**config.mk**
```make
export PLATFORM = sky130hd
export DESIGN_NAME = square_wave_burst_ctrl
export DESIGN_NICKNAME = d
export VERILOG_FILES = /design/src/rtl/square_wave_burst_ctrl.sv
export SDC_FILE = /design/constraint.sdc
export NUM_CORES = 1
export LEC_CHECK = 0
export CORE_UTILIZATION = 45
export CTS_CLUSTER_DIAMETER = 150
export DETAILED_ROUTE_END_ITERATION = 12
export PLACE_DENSITY = 0.67
export SETUP_SLACK_MARGIN = 0.05
export SLEW_MARGIN = 20
export SYNTH_ARGS = -nofsm -noshare
export SYNTH_HDL_FRONTEND = slang
export SYNTH_SLANG_ARGS = --single-unit
```
**constraint.sdc**
```tcl
create_clock -name clk -period 2.83 [get_ports clk]
set_clock_uncertainty 0.05 [all_clocks]
set_input_delay 0.566 -clock clk [delete_from_list [all_inputs] [get_ports clk]]
set_output_delay 0.566 -clock clk [all_outputs]
set_load 0.02 [all_outputs]
```
**src/rtl/square_wave_burst_ctrl.sv**
```systemverilog
// square_wave_burst_ctrl: runs a square-wave burst of count periods with run-time on/off lengths; optional abort via SQW_BURST_ABORT_EN
module square_wave_burst_ctrl #(
    parameter int N  = 4,
    parameter int CW = 8
) (
    input  logic          clk,
    input  logic          reset,
    input  logic          cmd_valid,
    output logic          cmd_ready,
    input  logic [N-1:0]  cmd_on_time,
    input  logic [N-1:0]  cmd_off_time,
    input  logic [CW-1:0] cmd_count,
`ifdef SQW_BURST_ABORT_EN
    input  logic          abort,
`endif
    output logic          s_wave,
    output logic          busy,
    output logic          done,
    output logic [CW-1:0] pulses_left
);
    typedef enum logic [1:0] {IDLE, ON, OFF, FIN} state_t;
    state_t state;
    logic [N-1:0] on_r, off_r, timer;
    logic abort_hit, zero_cmd;
`ifdef SQW_BURST_ABORT_EN
    assign abort_hit = abort;
`else
    assign abort_hit = 1'b0;
`endif
    assign zero_cmd = cmd_on_time == '0 || cmd_off_time == '0 || cmd_count == '0;
    // burst sequencer: all outputs registered alongside the state
    always_ff @(posedge clk or posedge reset)
        if (reset) begin
            state       <= IDLE;
            on_r        <= '0;
            off_r       <= '0;
            timer       <= '0;
            s_wave      <= 1'b0;
            busy        <= 1'b0;
            done        <= 1'b0;
            cmd_ready   <= 1'b1;
            pulses_left <= '0;
        end else begin
            done <= 1'b0;
            case (state)
                IDLE: if (cmd_valid) begin
                    on_r      <= cmd_on_time;
                    off_r     <= cmd_off_time;
                    timer     <= '0;
                    cmd_ready <= 1'b0;
                    if (zero_cmd) begin
                        state       <= FIN;
                        done        <= 1'b1;
                        pulses_left <= '0;
                    end else begin
                        state       <= ON;
                        s_wave      <= 1'b1;
                        busy        <= 1'b1;
                        pulses_left <= cmd_count;
                    end
                end
                ON: if (abort_hit) begin
                    state       <= FIN;
                    s_wave      <= 1'b0;
                    busy        <= 1'b0;
                    done        <= 1'b1;
                    pulses_left <= '0;
                end else if (timer == on_r - 1'b1) begin
                    state  <= OFF;
                    timer  <= '0;
                    s_wave <= 1'b0;
                end else
                    timer <= timer + 1'b1;
                OFF: if (abort_hit || (timer == off_r - 1'b1 && pulses_left == CW'(1))) begin
                    state       <= FIN;
                    s_wave      <= 1'b0;
                    busy        <= 1'b0;
                    done        <= 1'b1;
                    pulses_left <= '0;
                end else if (timer == off_r - 1'b1) begin
                    state       <= ON;
                    timer       <= '0;
                    s_wave      <= 1'b1;
                    pulses_left <= pulses_left - 1'b1;
                end else
                    timer <= timer + 1'b1;
                default: begin
                    state     <= IDLE;
                    timer     <= '0;
                    cmd_ready <= 1'b1;
                end
            endcase
        end
endmodule

```
==> reports/results.tsv, run 1 <==
stage	metric	value	unit
global_routing	global route total overflow	0	
yosys	top cells by area, synth	dfrtp_1 37%, ha_1 6.7%, mux2_2 6.7%	
power	Leakage	0.881	nW
critical_path	setup slack, reg-to-reg	610	ps
cts	CTS root buf	clkbuf_8	
critical_path	critical path capture point	pulses_left[5]	
floorplan	# rows	21	
cts	TritonCTS clock tree	built	
yosys	number of synthesized flops with an enable pin	0	
placement	Port Buffers	30	
power	total power	2.28	mW
sta	final setup violation count	0	
cts	cts repair resizes	0	
yosys	synthesized flop and latch total	26	
drt	average routed wire per standard cell	15.4	um
layout	Area growth, synth to finish	23.2	%
critical_path	reg-to-reg critical path endpoint	pulses_left[5]	
critical_path	Req. time, crit path	2930	ps
global_routing	vias in the first global route	1412	
drt	Pre-antenna DRT Iters	4	
power	worst-case vdd ir drop	0.000524	V
placement	GPL Wtd Cong	0.838	
yosys	Synth Net Count	194	
worst_hold_path	Hold Path Class	flip-flop to flip-flop	
cts	hold_buf cts	0	
power	PD cells	1100	mW/mm2
sta	Slew HR	58.4	%
critical_path	Worst R2R Path Depth	8	
sta	Setup TNS Final	0	ps
sta	Fin. Hold Viols	0	
cts	Longest Clk Path Bufs	2	
sta	worst slew pin tran	622	ps
yosys	top cells by count, synth	25 x dfrtp_1, 15 x nor2_1, 14 x o21ai_1, 12 x inv_1, 10 x mux2_2	
sta	RSZ-0062 raised after global routing	false	
floorplan	die width	63.1	um
critical_path	R2R Path Start	off_r[0]	
layout	ant diodes	0	
yosys	post-synth top area cell	dfrtp_1	
yosys	Post-Syn Instances	166	
sta	min Tclk post-route	2220	ps
floorplan	initial core utilization	48.4	%
cts	H-Tree Depth	1	
sta	final count of pins violating max slew	0	
yosys	Top FF cell, synth	dfrtp_1	
layout	layout cells sized above 1	15.7	%
drt	DRT Wirelength	3750	um
yosys	share of the synthesized area in the top cell type	37.2	%
critical_path	CP max FO	16	
critical_path	CP arrival	2320	ps
yosys	sequential-to-total area share from yosys stat	38.8	%
floorplan	I/O pins	31	
cts	Clock Latency Late Sink	280	ps
floorplan	die height	63.1	um
global_routing	initial antenna violation count	0	
sta	worst hold margin	458	ps
yosys	most common cell in the netlist	dfrtp_1	
drt	initial DRC count	76	
cts	setup repair bufs after CTS	0	
sta	Tcrit/Tclk final	78.6	%
yosys	Distinct cells, synth	46	
layout	Nets	227	
placement	HPWL after DPL	2900	um
cts	clock slew at reported path FFs	90	ps
yosys	Async S/R FF share, synth	100	%
drt	vias post-DR	1387	
cts	CTS Buf Count	3	
critical_path	CP startpoint	off_r[0]	
global_routing	first-pass GRT wire length	6470	um
drt	antenna viol nets, final	0	
floorplan	Total Die Area	0.00398	mm2
critical_path	Setup CP Type	flip-flop to flip-flop	
global_routing	largest net degree at the start of global routing	27	
critical_path	crit end category	flip-flop	
layout	Post-Route Utilization	59.7	%
global_routing	GRT Total Usage	21.1	%
floorplan	Core Area	0.00347	mm2
yosys	synthesized area	0.00168	mm2
yosys	YS warnings	0	
layout	Filler Cell Count	324	
critical_path	startpoint types	flip-flop	
run_status	run status	finished, final reports clean	
drt	DRC viols	0	
yosys	Syn Area/Cell	10.1	um2
drt	number of vias per cell	5.68	
cts	Clock Sinks	26	
run	maxcap violations	0	
sta	top achievable clock speed	450	MHz
kinds of logic (layout without fill, tap and decap cells):
| group | Yosys count | in the layout | synth area share (%) |
|---|---|---|---|
| AOI/OAI and AO/OA | 49 | 49 | 20.6 |
| and+or+nand+nor | 45 | 45 | 15.4 |
| DFF | 26 | 26 | 38.8 |
| buffers and inverters | 16 | 48 | 4.32 |
| xor gates and xnor gates | 11 | 11 | 7.45 |
| muxes | 10 | 10 | 6.70 |
| adders and majority gates | 9 | 9 | 6.70 |
critical path: stages, from the launching register on:
cell      delay, ps
dfrtp_1         420
inv_1            60
ha_1            200
xnor3_1         420
nand3_4         100
o21ai_2         220
o211ai_2        310
o21ai_1         230
o21ai_1          80
flip-flops by register name, indices dropped and copies added (netlist names):
signal / count
pulses_left: 8
off_r: 4
on_r: 4
timer: 4
state: 2
busy: 1
cmd_ready: 1
done: 1
s_wave: 1
power by group:
group | switching, mW | total, mW | leakage, nW | internal, mW
combinational | 0.745 | 1.36 | 0.541 | 0.613
clock | 0.123 | 0.225 | 0.0228 | 0.101
sequential | 0.164 | 0.696 | 0.318 | 0.532
metal layers:
| metal | part of all wire, % | GRT usage (%) | vias up |
|---|---|---|---|
| li1 | - | - | 659 |
| met1 | 41 | 25.5 | 686 |
| met2 | 54 | 37.9 | 37 |
| met3 | 3.5 | 2.72 | 5 |
| met5 | 0 | 0 | - |
| met4 | 1.5 | 7.27 | 0 |
through the flow:
step | instances | worst slack (ps) | instance area [um2]
finish | 244 | 606 | 2070
global route | 244 | 429 | 2070
global placement | 240 | 585 | 2030
detailed placement | 240 | 495 | 2030
CTS | 244 | 594 | 2070
floorplan | 166 | 748 | 1680
worst min path at each step:
stage             from      end  slack [ps]  depth (start not counted)
6_report        s_wave   s_wave         460                          2
4_1_cts         s_wave   s_wave         480                          2
3_5_place_dp    s_wave   s_wave         450                          2
2_1_floorplan  on_r[3]  on_r[3]         450                          1
5_1_grt        on_r[3]  on_r[3]         510                          1
3_3_place_gp    s_wave   s_wave         430                          2
area by class of cell:
type	count	area [um2]	area share [%]
inverter	12	45.0	2.18
timing repair buffer	32	315	15.2
sequential	26	652	31.5
multi-input combinational	124	956	46.2
tap	46	57.6	2.78
clock buffer	4	45.0	2.18
cell usage in the layout (no fill, tap or decap), types with 2 or more instances in the layout:
cell type and count:
a21o_1 4, nand2_1 8, nor4_1 4, nand4_1 2, nor2_1 15, mux2_2 10, o21ai_1 14, buf_4 2
inv_1 12, xnor2_2 2, a31oi_1 2, o21ai_0 5, dfrtp_1 25, clkdlybuf4s50_1 30, a22oi_1 2, ha_1 9
xnor2_1 6, o31ai_1 2, nor3_1 4, a22o_1 3, clkbuf_8 3, nand3_1 3, a21oi_1 7, xor2_1 2
No activity file was read; power rests on OpenSTA's default activity.
==> run 2: changes to the inputs <==
==> constraint.sdc (replaced) <==
create_clock -name clk -period 2.2 [get_ports clk]
set_clock_uncertainty 0.05 [all_clocks]
set_input_delay 0.44 -clock clk [delete_from_list [all_inputs] [get_ports clk]]
set_output_delay 0.44 -clock clk [all_outputs]
set_load 0.02 [all_outputs]
==> run 2 against run 1 <==
Utilization rose by 2.9 points. Fmax rose by 9.3%. Worst setup slack got worse by 440 ps. Hold slack got worse by 6.0 ps. Critical path type unchanged.
==> reports/results.tsv, run 2 (synthesized netlist as in run 1, its figures left out) <==
stage	metric	value	unit
run_status	run status	finished, final reports clean	
drt	DRC viols	0	
sta	Tcrit/Tclk final	92.5	%
floorplan	# rows	21	
critical_path	max incr delay on CP	440	ps
drt	Pre-antenna DRT Iters	4	
global_routing	vias in the first global route	1319	
critical_path	crit end category	flip-flop	
power	PD cells	1430	mW/mm2
sta	Slew HR	69.5	%
cts	CTS root buf	clkbuf_8	
sta	final count of pins violating max slew	0	
power	total power	3.10	mW
layout	layout cells sized above 1	20.8	%
critical_path	CP Buf/Inv Count	1	
layout	most frequent cells in the layout	30 x clkdlybuf4s50_1, 25 x dfrtp_1, 15 x nor2_1, 14 x o21ai_1, 12 x inv_1	
drt	DRT Wirelength	3660	um
layout	most common cell after layout, fill and taps aside	clkdlybuf4s50_1	
sta	RSZ-0062 raised after global routing	false	
floorplan	Total Die Area	0.00398	mm2
worst_hold_path	Hold Path Class	flip-flop to flip-flop	
layout	Area growth, synth to finish	29.3	%
global_routing	initial antenna violation count	0	
sta	post-route setup slack	165	ps
global_routing	GRT Total Usage	19.5	%
global_routing	global route total overflow	0	
layout	ant diodes	0	
global_routing	first-pass GRT wire length	6110	um
run	maxcap violations	0	
power	Leakage	0.927	nW
cts	TritonCTS clock tree	built	
sta	worst slew pin tran	456	ps
sta	Setup TNS Final	0	ps
power	worst-case vdd ir drop	0.000547	V
cts	CTS Buf Count	3	
critical_path	worst path cell trace	buf_4 > nor3_1 > xnor2_1 > o41ai_4 > a21boi_2 > nor2b_4 > mux2_2	
drt	number of vias per cell	5.51	
layout	Post-Route Utilization	62.6	%
critical_path	CP arrival	2150	ps
layout	Nets	236	
cts	Clock Sinks	26	
sta	Fin. Hold Viols	0	
cts	Longest Clk Path Bufs	2	
layout	Top reg by flops	pulses_left	
placement	HPWL after DPL	2850	um
global_routing	largest net degree at the start of global routing	27	
placement	GPL Wtd Cong	0.866	
sta	min Tclk post-route	2040	ps
critical_path	CP max FO	4	
floorplan	die width	63.1	um
drt	antenna viol nets, final	0	
placement	dpl ws	42.0	ps
cts	Clock Latency Late Sink	270	ps
critical_path	Critical Path Slowest Stage Cell	o41ai_4	
critical_path	startpoint types	flip-flop	
critical_path	Setup CP Type	flip-flop to flip-flop	
cts	clock slew at reported path FFs	100	ps
sta	final setup violation count	0	
sta	worst hold margin	452	ps
placement	Port Buffers	30	
sta	top achievable clock speed	491	MHz
layout	max FFs per register	8	
cts	H-Tree Depth	1	
floorplan	die height	63.1	um
floorplan	initial core utilization	48.4	%
floorplan	I/O pins	31	
critical_path	cell family with most CP delay	compound AO/OA/AOI/OAI gates	
critical_path	Req. time, crit path	2310	ps
drt	average routed wire per standard cell	14.5	um
drt	vias post-DR	1395	
drt	initial DRC count	105	
floorplan	Core Area	0.00347	mm2
## run 2: metrics by stage
stage          instance area (um2)  std cells
2_1_floorplan                 1680        166
6_report                      2170        253
3_3_place_gp                  2070        246
4_1_cts                       2130        251
5_1_grt                       2170        253
3_5_place_dp                  2070        246
## run 2: area by class of cell
type                    instances  area, um2
flip-flops and latches         26        652
multi-input cells             124        982
fillers                       296       1300
clock buffers                   4       55.1
well taps                      46       57.6
inverters                      12       45.0
repair buffers                 41        380
## run 2: layer usage
layer	vias to the layer above	track usage (%)	share of wire [%]
met5	-	0	0
met4	0	5.23	0.55
met3	2	3.08	5.9
met2	48	33.1	49
met1	663	25.6	45
li1	682	-	-
## run 2: worst reg2reg max path: cells and delay by family (launching register included)
family	cells	cell delay [ps]
XOR/XNOR	1	150
multiplexers	1	260
AO/OA/AOI/OAI	2	560
buffers and inverters	1	140
AND/OR/NAND/NOR	2	380
flip-flops	1	390
## run 2: path summary, 6_finish.rpt
path	depth (start not counted)	endpoint	startpoint	slack, ps
worst max-delay path	7	timer[0]	on_r[0]	160
worst min-delay path	2	s_wave	s_wave	450
worst max register to register	7	timer[0]	on_r[0]	160
worst min register to register	2	s_wave	s_wave	450
max in group asynchronous	3	cmd_ready	reset	1330
min in group asynchronous	3	on_r[3]	reset	470
## run 2: timing repair
action / 4_1_cts / 5_1_grt
endpoints found under the setup margin: 1 / 13
gates cloned: 0 / 1
pin swaps: 0 / 5
buffers inserted: 1 / 1
hold buffers: 0 / 0
resized for setup: 0 / 5
## run 2: power breakdown
group / switching [mW] / internal, mW
sequential: 0.190 / 0.683
combinational: 1.02 / 0.890
clock: 0.155 / 0.160
